[src/rtl/frame_sender_param.sv]
// frame_sender_param: burst generator of Ethernet test frames toward a MAC TX
// byte interface. Each frame carries DST/SRC/EtherType, a 32-bit sequence
// number and a zero or incrementing payload; the MAC appends the CRC.
// Optional build macro TX_TIMESTAMP_EN inserts a 4-byte tx_clk timestamp,
// captured on the ack cycle, between the sequence field and the payload.
module frame_sender_param #(
    parameter logic [47:0] MAC_SRC_ADDR = 48'h004e46324300,
    parameter logic [47:0] MAC_DST_ADDR = 48'h004e46324301,
    parameter logic [15:0] ETH_TYPE     = 16'h88B5,
    parameter int          LEN_W        = 14,
    parameter int          GAP_W        = 16,
    parameter int          CNT_W        = 16
) (
    input  logic             tx_clk,
    input  logic             reset,
    input  logic             start,
    input  logic             stop,
    input  logic [CNT_W-1:0] num_frames,
    input  logic [LEN_W-1:0] payload_len,
    input  logic [GAP_W-1:0] gap_cycles,
    input  logic             pattern_sel,
    output logic             conf_tx_en,
    output logic             conf_tx_jumbo_en,
    output logic             conf_tx_no_gen_crc,
    output logic [7:0]       mac_tx_data,
    output logic             mac_tx_dvld,
    input  logic             mac_tx_ack,
    output logic             busy,
    output logic [CNT_W-1:0] frames_sent
);

`ifdef TX_TIMESTAMP_EN
    // Timestamp field takes 4 bytes, so the payload floor drops to keep 60 bytes.
    localparam int MIN_PAYLOAD = 38;
`else
    localparam int MIN_PAYLOAD = 42;
`endif

    localparam logic [LEN_W-1:0] MIN_LEN     = LEN_W'(MIN_PAYLOAD);
    // Jumbo when payload + 18 header/seq/CRC-less overhead exceeds 1500.
    localparam logic [LEN_W:0]   JUMBO_LIMIT = (LEN_W+1)'(1500 - 18);
    localparam logic [LEN_W:0]   BYTE_ONE    = (LEN_W+1)'(1);
    localparam logic [GAP_W-1:0] GAP_ONE     = GAP_W'(1);
    localparam logic [CNT_W-1:0] FRM_ONE     = CNT_W'(1);

    typedef enum logic [3:0] {
        S_IDLE,
        S_GAP,
        S_WAIT_ACK,
        S_DST,
        S_SRC,
        S_TYPE,
        S_SEQ,
        S_TS,
        S_PAYLOAD
    } state_t;

    state_t           r_state;
    state_t           w_next_state;
    logic [LEN_W:0]   r_cnt;
    logic [LEN_W:0]   w_next_cnt;
    logic [GAP_W-1:0] r_gap_cnt;
    logic [31:0]      r_seq;
    logic [CNT_W-1:0] r_frames_sent;
    logic [CNT_W-1:0] w_frames_inc;
    logic [CNT_W-1:0] r_num;
    logic [LEN_W-1:0] r_eff_len;
    logic [LEN_W-1:0] w_eff_len;
    logic [GAP_W-1:0] r_gap;
    logic             r_pattern;
    logic             r_stop_seen;
    logic             r_busy;
    logic             r_tx_en;
    logic             r_jumbo;
    logic [7:0]       r_data;
    logic             r_dvld;
    logic [7:0]       w_next_data;
    logic             w_start_run;
    logic             w_frame_end;
    logic             w_run_done;
    logic             w_in_frame;
`ifdef TX_TIMESTAMP_EN
    logic [31:0]      r_ts_free;
    logic [31:0]      r_ts_cap;
`endif

    // Byte of a 48-bit address, index 0 = most significant byte.
    function automatic logic [7:0] sel_byte48(input logic [47:0] v, input logic [2:0] idx);
        case (idx)
            3'd0:    sel_byte48 = v[47:40];
            3'd1:    sel_byte48 = v[39:32];
            3'd2:    sel_byte48 = v[31:24];
            3'd3:    sel_byte48 = v[23:16];
            3'd4:    sel_byte48 = v[15:8];
            3'd5:    sel_byte48 = v[7:0];
            default: sel_byte48 = 8'h00;
        endcase
    endfunction

    // Byte of a 32-bit word, index 0 = most significant byte.
    function automatic logic [7:0] sel_byte32(input logic [31:0] v, input logic [1:0] idx);
        case (idx)
            2'd0:    sel_byte32 = v[31:24];
            2'd1:    sel_byte32 = v[23:16];
            2'd2:    sel_byte32 = v[15:8];
            default: sel_byte32 = v[7:0];
        endcase
    endfunction

    function automatic logic cnt_is(input logic [LEN_W:0] c, input int n);
        cnt_is = (c == (LEN_W+1)'(n));
    endfunction

    assign w_eff_len    = (payload_len < MIN_LEN) ? MIN_LEN : payload_len;
    assign w_frames_inc = (r_frames_sent == '1) ? r_frames_sent : r_frames_sent + FRM_ONE;
    assign w_start_run  = (r_state == S_IDLE) && start && !stop;
    assign w_run_done   = r_stop_seen || stop || ((r_num != '0) && (w_frames_inc == r_num));
    assign w_in_frame   = (r_state == S_DST) || (r_state == S_SRC) || (r_state == S_TYPE) ||
                          (r_state == S_SEQ) || (r_state == S_TS)  || (r_state == S_PAYLOAD);

    // Next-state logic: sequences the frame fields and the inter-frame gap.
    always_comb begin
        w_next_state = r_state;
        w_frame_end  = 1'b0;
        case (r_state)
            S_IDLE: begin
                if (w_start_run) w_next_state = S_GAP;
            end
            S_GAP: begin
                if (stop)                             w_next_state = S_IDLE;
                else if ((r_gap_cnt + GAP_ONE) >= r_gap) w_next_state = S_WAIT_ACK;
            end
            S_WAIT_ACK: begin
                if (stop)            w_next_state = S_IDLE;
                else if (mac_tx_ack) w_next_state = S_DST;
            end
            S_DST:  if (cnt_is(r_cnt, 4)) w_next_state = S_SRC;
            S_SRC:  if (cnt_is(r_cnt, 5)) w_next_state = S_TYPE;
            S_TYPE: if (cnt_is(r_cnt, 1)) w_next_state = S_SEQ;
            S_SEQ: begin
`ifdef TX_TIMESTAMP_EN
                if (cnt_is(r_cnt, 3)) w_next_state = S_TS;
`else
                if (cnt_is(r_cnt, 3)) w_next_state = S_PAYLOAD;
`endif
            end
            S_TS:   if (cnt_is(r_cnt, 3)) w_next_state = S_PAYLOAD;
            S_PAYLOAD: begin
                if ((r_cnt + BYTE_ONE) == {1'b0, r_eff_len}) begin
                    w_frame_end  = 1'b1;
                    w_next_state = w_run_done ? S_IDLE : S_GAP;
                end
            end
            default: w_next_state = S_IDLE;
        endcase
    end

    // Byte counter restarts on every state change; byte mux looks one cycle ahead
    // so the registered outputs line up with the state they belong to.
    always_comb begin
        w_next_cnt  = (w_next_state != r_state) ? '0 : (r_cnt + BYTE_ONE);
        w_next_data = 8'h00;
        case (w_next_state)
            S_WAIT_ACK: w_next_data = MAC_DST_ADDR[47:40];
            S_DST:      w_next_data = sel_byte48(MAC_DST_ADDR, w_next_cnt[2:0] + 3'd1);
            S_SRC:      w_next_data = sel_byte48(MAC_SRC_ADDR, w_next_cnt[2:0]);
            S_TYPE:     w_next_data = w_next_cnt[0] ? ETH_TYPE[7:0] : ETH_TYPE[15:8];
            S_SEQ:      w_next_data = sel_byte32(r_seq, w_next_cnt[1:0]);
`ifdef TX_TIMESTAMP_EN
            S_TS:       w_next_data = sel_byte32(r_ts_cap, w_next_cnt[1:0]);
`endif
            S_PAYLOAD:  w_next_data = r_pattern ? w_next_cnt[7:0] : 8'h00;
            default:    w_next_data = 8'h00;
        endcase
    end

    // State, counters, run bookkeeping and registered MAC outputs.
    always_ff @(posedge tx_clk or negedge reset) begin
        if (!reset) begin
            r_state       <= S_IDLE;
            r_cnt         <= '0;
            r_gap_cnt     <= '0;
            r_seq         <= '0;
            r_frames_sent <= '0;
            r_num         <= '0;
            r_eff_len     <= '0;
            r_gap         <= '0;
            r_pattern     <= 1'b0;
            r_stop_seen   <= 1'b0;
            r_busy        <= 1'b0;
            r_tx_en       <= 1'b0;
            r_jumbo       <= 1'b0;
            r_data        <= 8'h00;
            r_dvld        <= 1'b0;
        end else begin
            r_state   <= w_next_state;
            r_cnt     <= w_next_cnt;
            r_gap_cnt <= (r_state == S_GAP) ? (r_gap_cnt + GAP_ONE) : '0;
            r_tx_en   <= 1'b1;
            r_busy    <= (w_next_state != S_IDLE);
            r_data    <= w_next_data;
            r_dvld    <= (w_next_state inside {S_WAIT_ACK, S_DST, S_SRC, S_TYPE,
                                               S_SEQ, S_TS, S_PAYLOAD});
            if (w_start_run) begin
                r_num         <= num_frames;
                r_eff_len     <= w_eff_len;
                r_gap         <= gap_cycles;
                r_pattern     <= pattern_sel;
                r_jumbo       <= ({1'b0, w_eff_len} > JUMBO_LIMIT);
                r_seq         <= '0;
                r_frames_sent <= '0;
                r_stop_seen   <= 1'b0;
            end else begin
                if (stop && w_in_frame) r_stop_seen <= 1'b1;
                if (w_frame_end) begin
                    r_seq         <= r_seq + 32'd1;
                    r_frames_sent <= w_frames_inc;
                end
            end
        end
    end

`ifdef TX_TIMESTAMP_EN
    // Free-running cycle counter, sampled when the MAC takes the first byte.
    always_ff @(posedge tx_clk or negedge reset) begin
        if (!reset) begin
            r_ts_free <= '0;
            r_ts_cap  <= '0;
        end else begin
            r_ts_free <= r_ts_free + 32'd1;
            if ((r_state == S_WAIT_ACK) && (w_next_state == S_DST)) r_ts_cap <= r_ts_free;
        end
    end
`endif

    assign conf_tx_en         = r_tx_en;
    assign conf_tx_jumbo_en   = r_jumbo;
    assign conf_tx_no_gen_crc = 1'b0;
    assign mac_tx_data        = r_data;
    assign mac_tx_dvld        = r_dvld;
    assign busy               = r_busy;
    assign frames_sent        = r_frames_sent;

endmodule

[config.mk]
export PLATFORM = sky130hd
export DESIGN_NAME = frame_sender_param
export DESIGN_NICKNAME = d
export VERILOG_FILES = /design/src/rtl/frame_sender_param.sv
export SDC_FILE = /design/constraint.sdc
export NUM_CORES = 1
export LEC_CHECK = 0
export ABC_AREA = 1
export BUFFER_PORTS_ARGS = -buffer_cell sky130_fd_sc_hd__buf_2
export CAP_MARGIN = 40
export CORE_MARGIN = 1.5
export CORE_UTILIZATION = 36
export CTS_CLUSTER_SIZE = 8
export DETAILED_ROUTE_END_ITERATION = 8
export GPL_TIMING_DRIVEN = 0
export PLACE_DENSITY = 0.59
export SETUP_SLACK_MARGIN = 0.3
export SYNTH_ARGS = -nofsm -noshare
export SYNTH_HDL_FRONTEND = slang
export SYNTH_SLANG_ARGS = --single-unit
[constraint.sdc]
create_clock -name tx_clk -period 5 [get_ports tx_clk]
set_clock_uncertainty 0.05 [all_clocks]
set_input_delay 0.5 -clock tx_clk [delete_from_list [all_inputs] [get_ports tx_clk]]
set_output_delay 0.5 -clock tx_clk [all_outputs]
set_load 0.01 [all_outputs]
==> results.sh, run 1 <==
export IMPL_wl_met1_um=12100
export IMPL_syn_avg_cell_area_sq_um=7.14
export IMPL_reg2reg_depth=34
export IMPL_path_clk_slew_ns=0.06
export IMPL_antenna_found_initial=0
export IMPL_synthAdderAreaFrac_pct=3.24
export IMPL_grt_usage_pct=20.0
export IMPL_worstSetupPathType="reg2reg"
export IMPL_routabilityCongestion=0.899
export IMPL_synthMuxAreaShare_pct=0
export IMPL_slowest_delay_ns=0.39
export IMPL_internal_power_mw=1.97
export IMPL_yosys_area_share_xor_xnor_pct=3.23
export IMPL_p_comb_share_pct=2.2
export IMPL_synth_fp_nets=1319
export IMPL_synth_warnings=0
export IMPL_grt_pass1_vias=8005
export IMPL_clock_sinks=143
export IMPL_wl_um=25300
export IMPL_area_delta_synth_final_pct=18.8
export IMPL_wl_met2_um=11400
export IMPL_syn_inst=1244
export IMPL_cts_max_level=4
export IMPL_synthArstFlopShare_pct=100
export IMPL_ys_flop_type="dfrtp_1"
export IMPL_synth_ff_latch_count=143
export IMPL_max_cap_violations=0
export IMPL_start_util_pct=36.6
export IMPL_highest_layer="met4"
export IMPL_place_hpwl_um=19200
export IMPL_overflow=0
export IMPL_cts_path_max_buffers=2
export IMPL_swShare_pct=22.5
export IMPL_clock_latency_ns=0.43
export IMPL_grt_first_pass_wirelength_um=40800
export IMPL_synth_area_leaders="dfrtp_1 40%, nand2_1 13%, inv_1 7.7%"
export IMPL_rsz0062_at_grt="yes"
export IMPL_setup_viol=0
export IMPL_first_pass_iters=5
export IMPL_yosys_area_top_type_share_pct=40.3
export IMPL_num_antenna_cells=0
export IMPL_violations="negative hold slack"
export IMPL_ant_nets=0
export IMPL_r2r_start="r_gap_cnt[0]$_DFF_PN0_"
export IMPL_rrSetupSlack_ns=0.54
export IMPL_synth_top_family_by_area="simple AND/OR/NAND/NOR gates"
export IMPL_vias=8445
export IMPL_layout_drive_gt1_share_pct=14.5
export IMPL_vias_per_cell=4.98
export IMPL_crit_top_cell="inv_2"
export IMPL_cp_max_fo=4
export IMPL_met3_wirelength_um=1370
export IMPL_seq_area_frac_synth_pct=40.3
export IMPL_synthesis_area_sq_mm=0.00888
export IMPL_die_x_um=160
export IMPL_fp_dieH_um=160
export IMPL_powerDensity_mw_per_mm2=241
export IMPL_ios=81
export IMPL_synth_distinct_cells=48
export IMPL_power_leakage_nw=5.42
export IMPL_hold_viol=1
export IMPL_required_ns=5.30
export IMPL_slew_headroom_pct=51.5
export IMPL_yosysTopAreaCell="dfrtp_1"
export IMPL_period_minus_slack_ns=4.46
export IMPL_timing_fmax_ghz=0.224
export IMPL_p_clk_share_pct=52.3
export IMPL_drc_errors=0
export IMPL_power_switching_uw=571
export IMPL_nNetsFinal=1433
export IMPL_design_core_area_sq_mm=0.0242
export IMPL_pwr_share_seq_pct=45.5
export IMPL_synth_simple_gate_area_share_pct=33.8
export IMPL_grt_max_degree=90
export IMPL_wire_per_inst_um=14.9
export IMPL_tightest_slew_ns=0.721
export IMPL_worst_ir_drop_vdd_mv=0.165
export IMPL_io_buffers=79
export IMPL_numCtsBuffers=17
export IMPL_cts_tree="built"
export IMPL_postCtsHoldBufs=0
export IMPL_dieArea_sq_mm=0.0256
export IMPL_finalMaxSlewViolations=0
export IMPL_synth_edf_count=0
export IMPL_rows=57
export IMPL_hp_class="in2async"
export IMPL_synth_compound_area_share_pct=9.68
export IMPL_end_kind="flop"
export IMPL_cp_slowest_cell="dfrtp_1"
export IMPL_outcome="finished, violations left"
export IMPL_whs_ns=-0.00245
export IMPL_p_total_mw=2.54
export IMPL_worstReg2RegEnd="mac_tx_data[3]$_DFF_PN0_"
export IMPL_fin_util_pct=43.5
export IMPL_drtIter0Drc=646
export IMPL_crit_buf_inv=7
export IMPL_finalCritPeriodShare_pct=89.1
export IMPL_cp_top_family="simple AND/OR/NAND/NOR gates"
export IMPL_startpoint_type="flop"
export IMPL_cp_arrival_ns=4.75
export IMPL_cts_root_buffer="clkbuf_16"
[Yosys cell counts (8+ instances only)]
| master | number |
|---|---|
| a21oi_1 | 26 |
| clkbuf_1 | 18 |
| dfrtp_1 | 143 |
| ha_1 | 23 |
| inv_1 | 181 |
| inv_2 | 9 |
| nand2_1 | 311 |
| nand2_2 | 8 |
| nand3_1 | 107 |
| nand4_1 | 32 |
| nor2_1 | 135 |
| nor3_1 | 32 |
| nor4_1 | 11 |
| o21ai_0 | 91 |
| o21ai_1 | 16 |
| xnor2_1 | 8 |
| xor2_1 | 22 |
[layout by cell type, fill, tap and decap left out, drive strengths merged, types with 4 or more instances in the layout]
| master | count |
|---|---|
| a21oi | 26 |
| clkbuf | 37 |
| o22ai | 4 |
| nand3b | 7 |
| nand3 | 109 |
| nor3 | 33 |
| xnor2 | 8 |
| nor2 | 148 |
| inv | 195 |
| ha | 23 |
| nand4 | 32 |
| o31ai | 6 |
| xor2 | 22 |
| o21ai | 109 |
| clkinv | 6 |
| nand2 | 321 |
| buf | 103 |
| dfrtp | 143 |
| nor4 | 14 |
[flip-flops by register name (all words and copies together), names as in the netlist, 4 cells and up]
signal	cells
frames_sent	16
mac_tx_data	8
r_cnt	15
r_eff_len	14
r_gap	16
r_gap_cnt	16
r_num	16
r_seq	32
r_state	4
[final cells by class]
cell class | count | area [sq um]
plain buffers | 27 | 130
repair buffers | 95 | 542
well taps | 324 | 405
flip-flops and latches | 143 | 3580
inverters | 192 | 726
fillers | 2565 | 13700
multi-input cells | 882 | 4550
clock buffers | 18 | 429
clock inverters | 14 | 183
[routing by layer]
| metal | vias to the layer above | GRT usage [%] |
|---|---|---|
| met5 | - | 0 |
| met4 | 0 | 5.56 |
| met3 | 38 | 3.45 |
| met2 | 257 | 31.6 |
| met1 | 3911 | 28.1 |
| li1 | 4239 | - |
[stage by stage]
stage | hold WS (ns) | cells | cell area, sq um | setup TNS (ns) | setup slack [ns]
2_1_floorplan | 0.154 | 1244 | 8880 | 0 | 0.626
3_3_place_gp | 0.417 | 1647 | 9680 | -0.736 | -0.156
3_5_place_dp | 0.411 | 1648 | 9710 | -0.842 | -0.161
4_1_cts | 0.00749 | 1684 | 10400 | 0 | 0.302
5_1_grt | 0.0304 | 1695 | 10500 | 0 | 0.113
6_report | -0.00245 | 1695 | 10500 | 0 | 0.545
[worst max-delay path by stage]
stage	startpoint	endpoint	slack [ns]	cells past startpoint
finish	r_gap_cnt[0]$_DFF_PN0_	mac_tx_data[3]$_DFF_PN0_	0.54	34
global route	r_gap_cnt[0]$_DFF_PN0_	mac_tx_data[2]$_DFF_PN0_	0.11	36
CTS	r_gap_cnt[0]$_DFF_PN0_	mac_tx_data[6]$_DFF_PN0_	0.30	35
detailed placement	r_gap_cnt[0]$_DFF_PN0_	mac_tx_data[6]$_DFF_PN0_	-0.16	31
global placement	r_gap_cnt[0]$_DFF_PN0_	mac_tx_data[2]$_DFF_PN0_	-0.16	33
floorplan	r_gap_cnt[0]$_DFF_PN0_	mac_tx_data[2]$_DFF_PN0_	0.63	33
[power by group through the flow]
| stage | Sequential, mW | Combinational [mW] | Clock (mW) |
|---|---|---|---|
| 4_1_cts | 1.16 | 0.0579 | 1.36 |
| 6_report | 1.16 | 0.0556 | 1.33 |
| 3_3_place_gp | 1.18 | 0.0545 | 0 |
| 5_1_grt | 1.16 | 0.0638 | 1.41 |
| 3_5_place_dp | 1.18 | 0.0579 | 0 |
| 2_1_floorplan | 1.18 | 0.00469 | 0 |
[kinds of logic (layout without fill, tap and decap cells)]
family / Yosys count / after routing
other cells: 2 / 2
buf+inv: 219 / 346
xor+xnor: 31 / 31
flops: 143 / 143
fa+ha+maj: 23 / 23
compound gates: 159 / 159
simple gates: 667 / 667
[repair_timing]
action                     in CTS  in global routing
setup endpoints to repair       8                  8
resized for setup               6                 23
setup buffers                   4                 11
cloned                          0                  0
pin swaps                       2                 27
[worst reg2reg max path: cells and delay by family, from the launching register on]
family | cells | cell delay [ns]
flip-flops | 1 | 0.39
buffers and inverters | 7 | 0.41
AND/OR/NAND/NOR | 20 | 2.13
adder cells (fa/ha/maj) | 3 | 0.76
XOR/XNOR | 1 | 0.18
AO/OA/AOI/OAI | 3 | 0.43
(Power assumes the default switching activity.)
==> run 2: changes to the inputs <==
--- a/config.mk
+++ b/config.mk
@@ -9,11 +9,11 @@
 export BUFFER_PORTS_ARGS = -buffer_cell sky130_fd_sc_hd__buf_2
 export CAP_MARGIN = 40
 export CORE_MARGIN = 1.5
-export CORE_UTILIZATION = 36
+export CORE_UTILIZATION = 35
 export CTS_CLUSTER_SIZE = 8
 export DETAILED_ROUTE_END_ITERATION = 8
 export GPL_TIMING_DRIVEN = 0
-export PLACE_DENSITY = 0.59
+export PLACE_DENSITY = 0.58
 export SETUP_SLACK_MARGIN = 0.3
 export SYNTH_ARGS = -nofsm -noshare
 export SYNTH_HDL_FRONTEND = slang
==> run 2 against run 1 <==
  * The flow now finishes without violations
  * Wire length fell by 0.16%
  * Cell count rose by 0.35%
  * Clock power fell by 3%
  * Combinational power barely moved
  * Global-route usage rose by 0.16 points
  * First-iteration DRC count fell by 9.6%
  * Core utilization fell by 1.5 points
  * Critical endpoint is now mac_tx_data[5]$_DFF_PN0_
==> results.sh, run 2 (synthesized netlist as in run 1, its figures left out) <==
export IMPL_finalCritPeriodShare_pct=88.4
export IMPL_path_clk_slew_ns=0.07
export IMPL_drc_errors=0
export IMPL_start_util_pct=35.5
export IMPL_wire_per_inst_um=14.9
export IMPL_first_pass_iters=5
export IMPL_max_cap_violations=0
export IMPL_cts_tree="built"
export IMPL_numCtsBuffers=17
export IMPL_wl_met2_um=11200
export IMPL_hp_class="in2async"
export IMPL_ios=81
export IMPL_wl_met1_um=12400
export IMPL_met3_wirelength_um=1390
export IMPL_dpl_cell_count=1654
export IMPL_cp_max_fo=4
export IMPL_largest_reg_flops=32
export IMPL_clock_sinks=143
export IMPL_cts_max_level=4
export IMPL_finalNonFillerCells=1701
export IMPL_r2r_start="r_gap_cnt[0]$_DFF_PN0_"
export IMPL_slowest_delay_ns=0.41
export IMPL_cp_slowest_cell="dfrtp_1"
export IMPL_worst_ir_drop_vdd_mv=0.168
export IMPL_die_x_um=162
export IMPL_regMostFlops="r_seq"
export IMPL_layout_drive_gt1_share_pct=14.4
export IMPL_grt_pass1_vias=8136
export IMPL_postCtsHoldBufs=0
export IMPL_required_ns=5.27
export IMPL_io_buffers=79
export IMPL_finalMaxSlewViolations=0
export IMPL_grt_first_pass_wirelength_um=41800
export IMPL_tightest_slew_ns=0.759
export IMPL_fp_dieH_um=162
export IMPL_area_delta_synth_final_pct=18.5
export IMPL_clock_latency_ns=0.44
export IMPL_grt_max_degree=79
export IMPL_place_hpwl_um=19200
export IMPL_cts_path_max_buffers=2
export IMPL_vias=8432
export IMPL_outcome="complete, no violations"
export IMPL_overflow=0
export IMPL_drtIter0Drc=584
export IMPL_setup_viol=0
export IMPL_period_minus_slack_ns=4.42
export IMPL_rsz0062_at_grt="yes"
export IMPL_whs_ns=0.0273
export IMPL_startpoint_type="flop"
export IMPL_hold_viol=0
export IMPL_highest_layer="met4"
export IMPL_layout_common_cells="309 x nand2_1, 178 x inv_1, 143 x dfrtp_1"
export IMPL_rows=58
export IMPL_ant_nets=0
export IMPL_routabilityCongestion=0.915
export IMPL_worstSetupPathType="reg2reg"
export IMPL_num_fill_cells=2624
export IMPL_cts_root_buffer="clkbuf_16"
export IMPL_grt_usage_pct=20.2
export IMPL_timing_fmax_ghz=0.226
export IMPL_wl_um=25300
export IMPL_design_core_area_sq_mm=0.0250
export IMPL_nNetsFinal=1432
export IMPL_antenna_found_initial=1
export IMPL_end_kind="flop"
export IMPL_layout_cells_most_common="nand2_1"
export IMPL_dieArea_sq_mm=0.0263
export IMPL_cp_arrival_ns=4.69
export IMPL_powerDensity_mw_per_mm2=238
export IMPL_power_leakage_nw=5.41
export IMPL_vias_per_cell=4.96
export IMPL_startpoint="r_gap_cnt[0]$_DFF_PN0_"
export IMPL_slew_headroom_pct=49.4
-- run 2: worst max-delay path: cells and delay by family, from the launching register on --
family                   cells  cell delay, ns
adder cells (fa/ha/maj)      2            0.53
AND/OR/NAND/NOR             20            2.44
flip-flops                   1            0.41
buffers and inverters        5            0.30
AO/OA/AOI/OAI                2            0.36
XOR/XNOR                     1            0.21
-- run 2: final cells by class --
type / instances / area, sq um / area share [%]
tap: 330 / 413 / 3.93
buffer: 27 / 130 / 1.24
inverter: 192 / 723 / 6.88
timing repair buffer: 94 / 534 / 5.08
antenna: 1 / 2.50 / 0.0238
sequential: 143 / 3580 / 34.0
multi-input combinational: 882 / 4540 / 43.2
clock inverter: 15 / 168 / 1.59
clock buffer: 17 / 425 / 4.05
-- run 2: final timing paths --
kind / to / slack, ns / cells after the start
max in group asynchronous: r_num[13]$_DFFE_PN0P_ / 4.06 / 2
worst max-delay path: mac_tx_data[5]$_DFF_PN0_ / 0.58 / 30
worst max register to register: mac_tx_data[5]$_DFF_PN0_ / 0.58 / 30
min in group tx_clk: r_gap[8]$_DFFE_PN0P_ / 0.21 / 3
worst min register to register: r_pattern$_DFFE_PN0P_ / 0.44 / 2
worst min-delay path: r_seq[20]$_DFFE_PN0P_ / 0.03 / 1
-- run 2: metrics by stage --
step	setup TNS, ns	utilization (%)	total power [mW]	setup slack, ns	instance area (sq um)
6_report	0	42.0	2.50	0.580	10500
3_3_place_gp	-0.553	38.7	1.23	-0.130	9680
5_1_grt	0	42.0	2.59	0.207	10500
3_5_place_dp	-0.509	38.8	1.24	-0.119	9720
2_1_floorplan	0	-	1.18	0.626	8880
4_1_cts	0	41.4	2.53	0.351	10400
-- run 2: repair_timing --
action | in CTS | in global routing
gates resized for setup | 6 | 21
hold endpoints to repair | 0 | 0
buffers inserted | 4 | 10
pin swaps | 2 | 19
endpoints found under the setup margin | 7 | 8
-- run 2: report_power, final --
part           internal (mW)  switching (mW)  leakage, nW  total [mW]
clock                  0.710           0.582        0.285        1.29
combinational         0.0192          0.0367         3.46      0.0558
sequential              1.16       0.0000782         1.66        1.16
-- run 2: layer usage --
metal / up-vias / track usage, %
li1: 4249 / -
met1: 3909 / 29.3
met3: 24 / 3.32
met4: 0 / 5.34
met2: 250 / 30.9
met5: - / 0
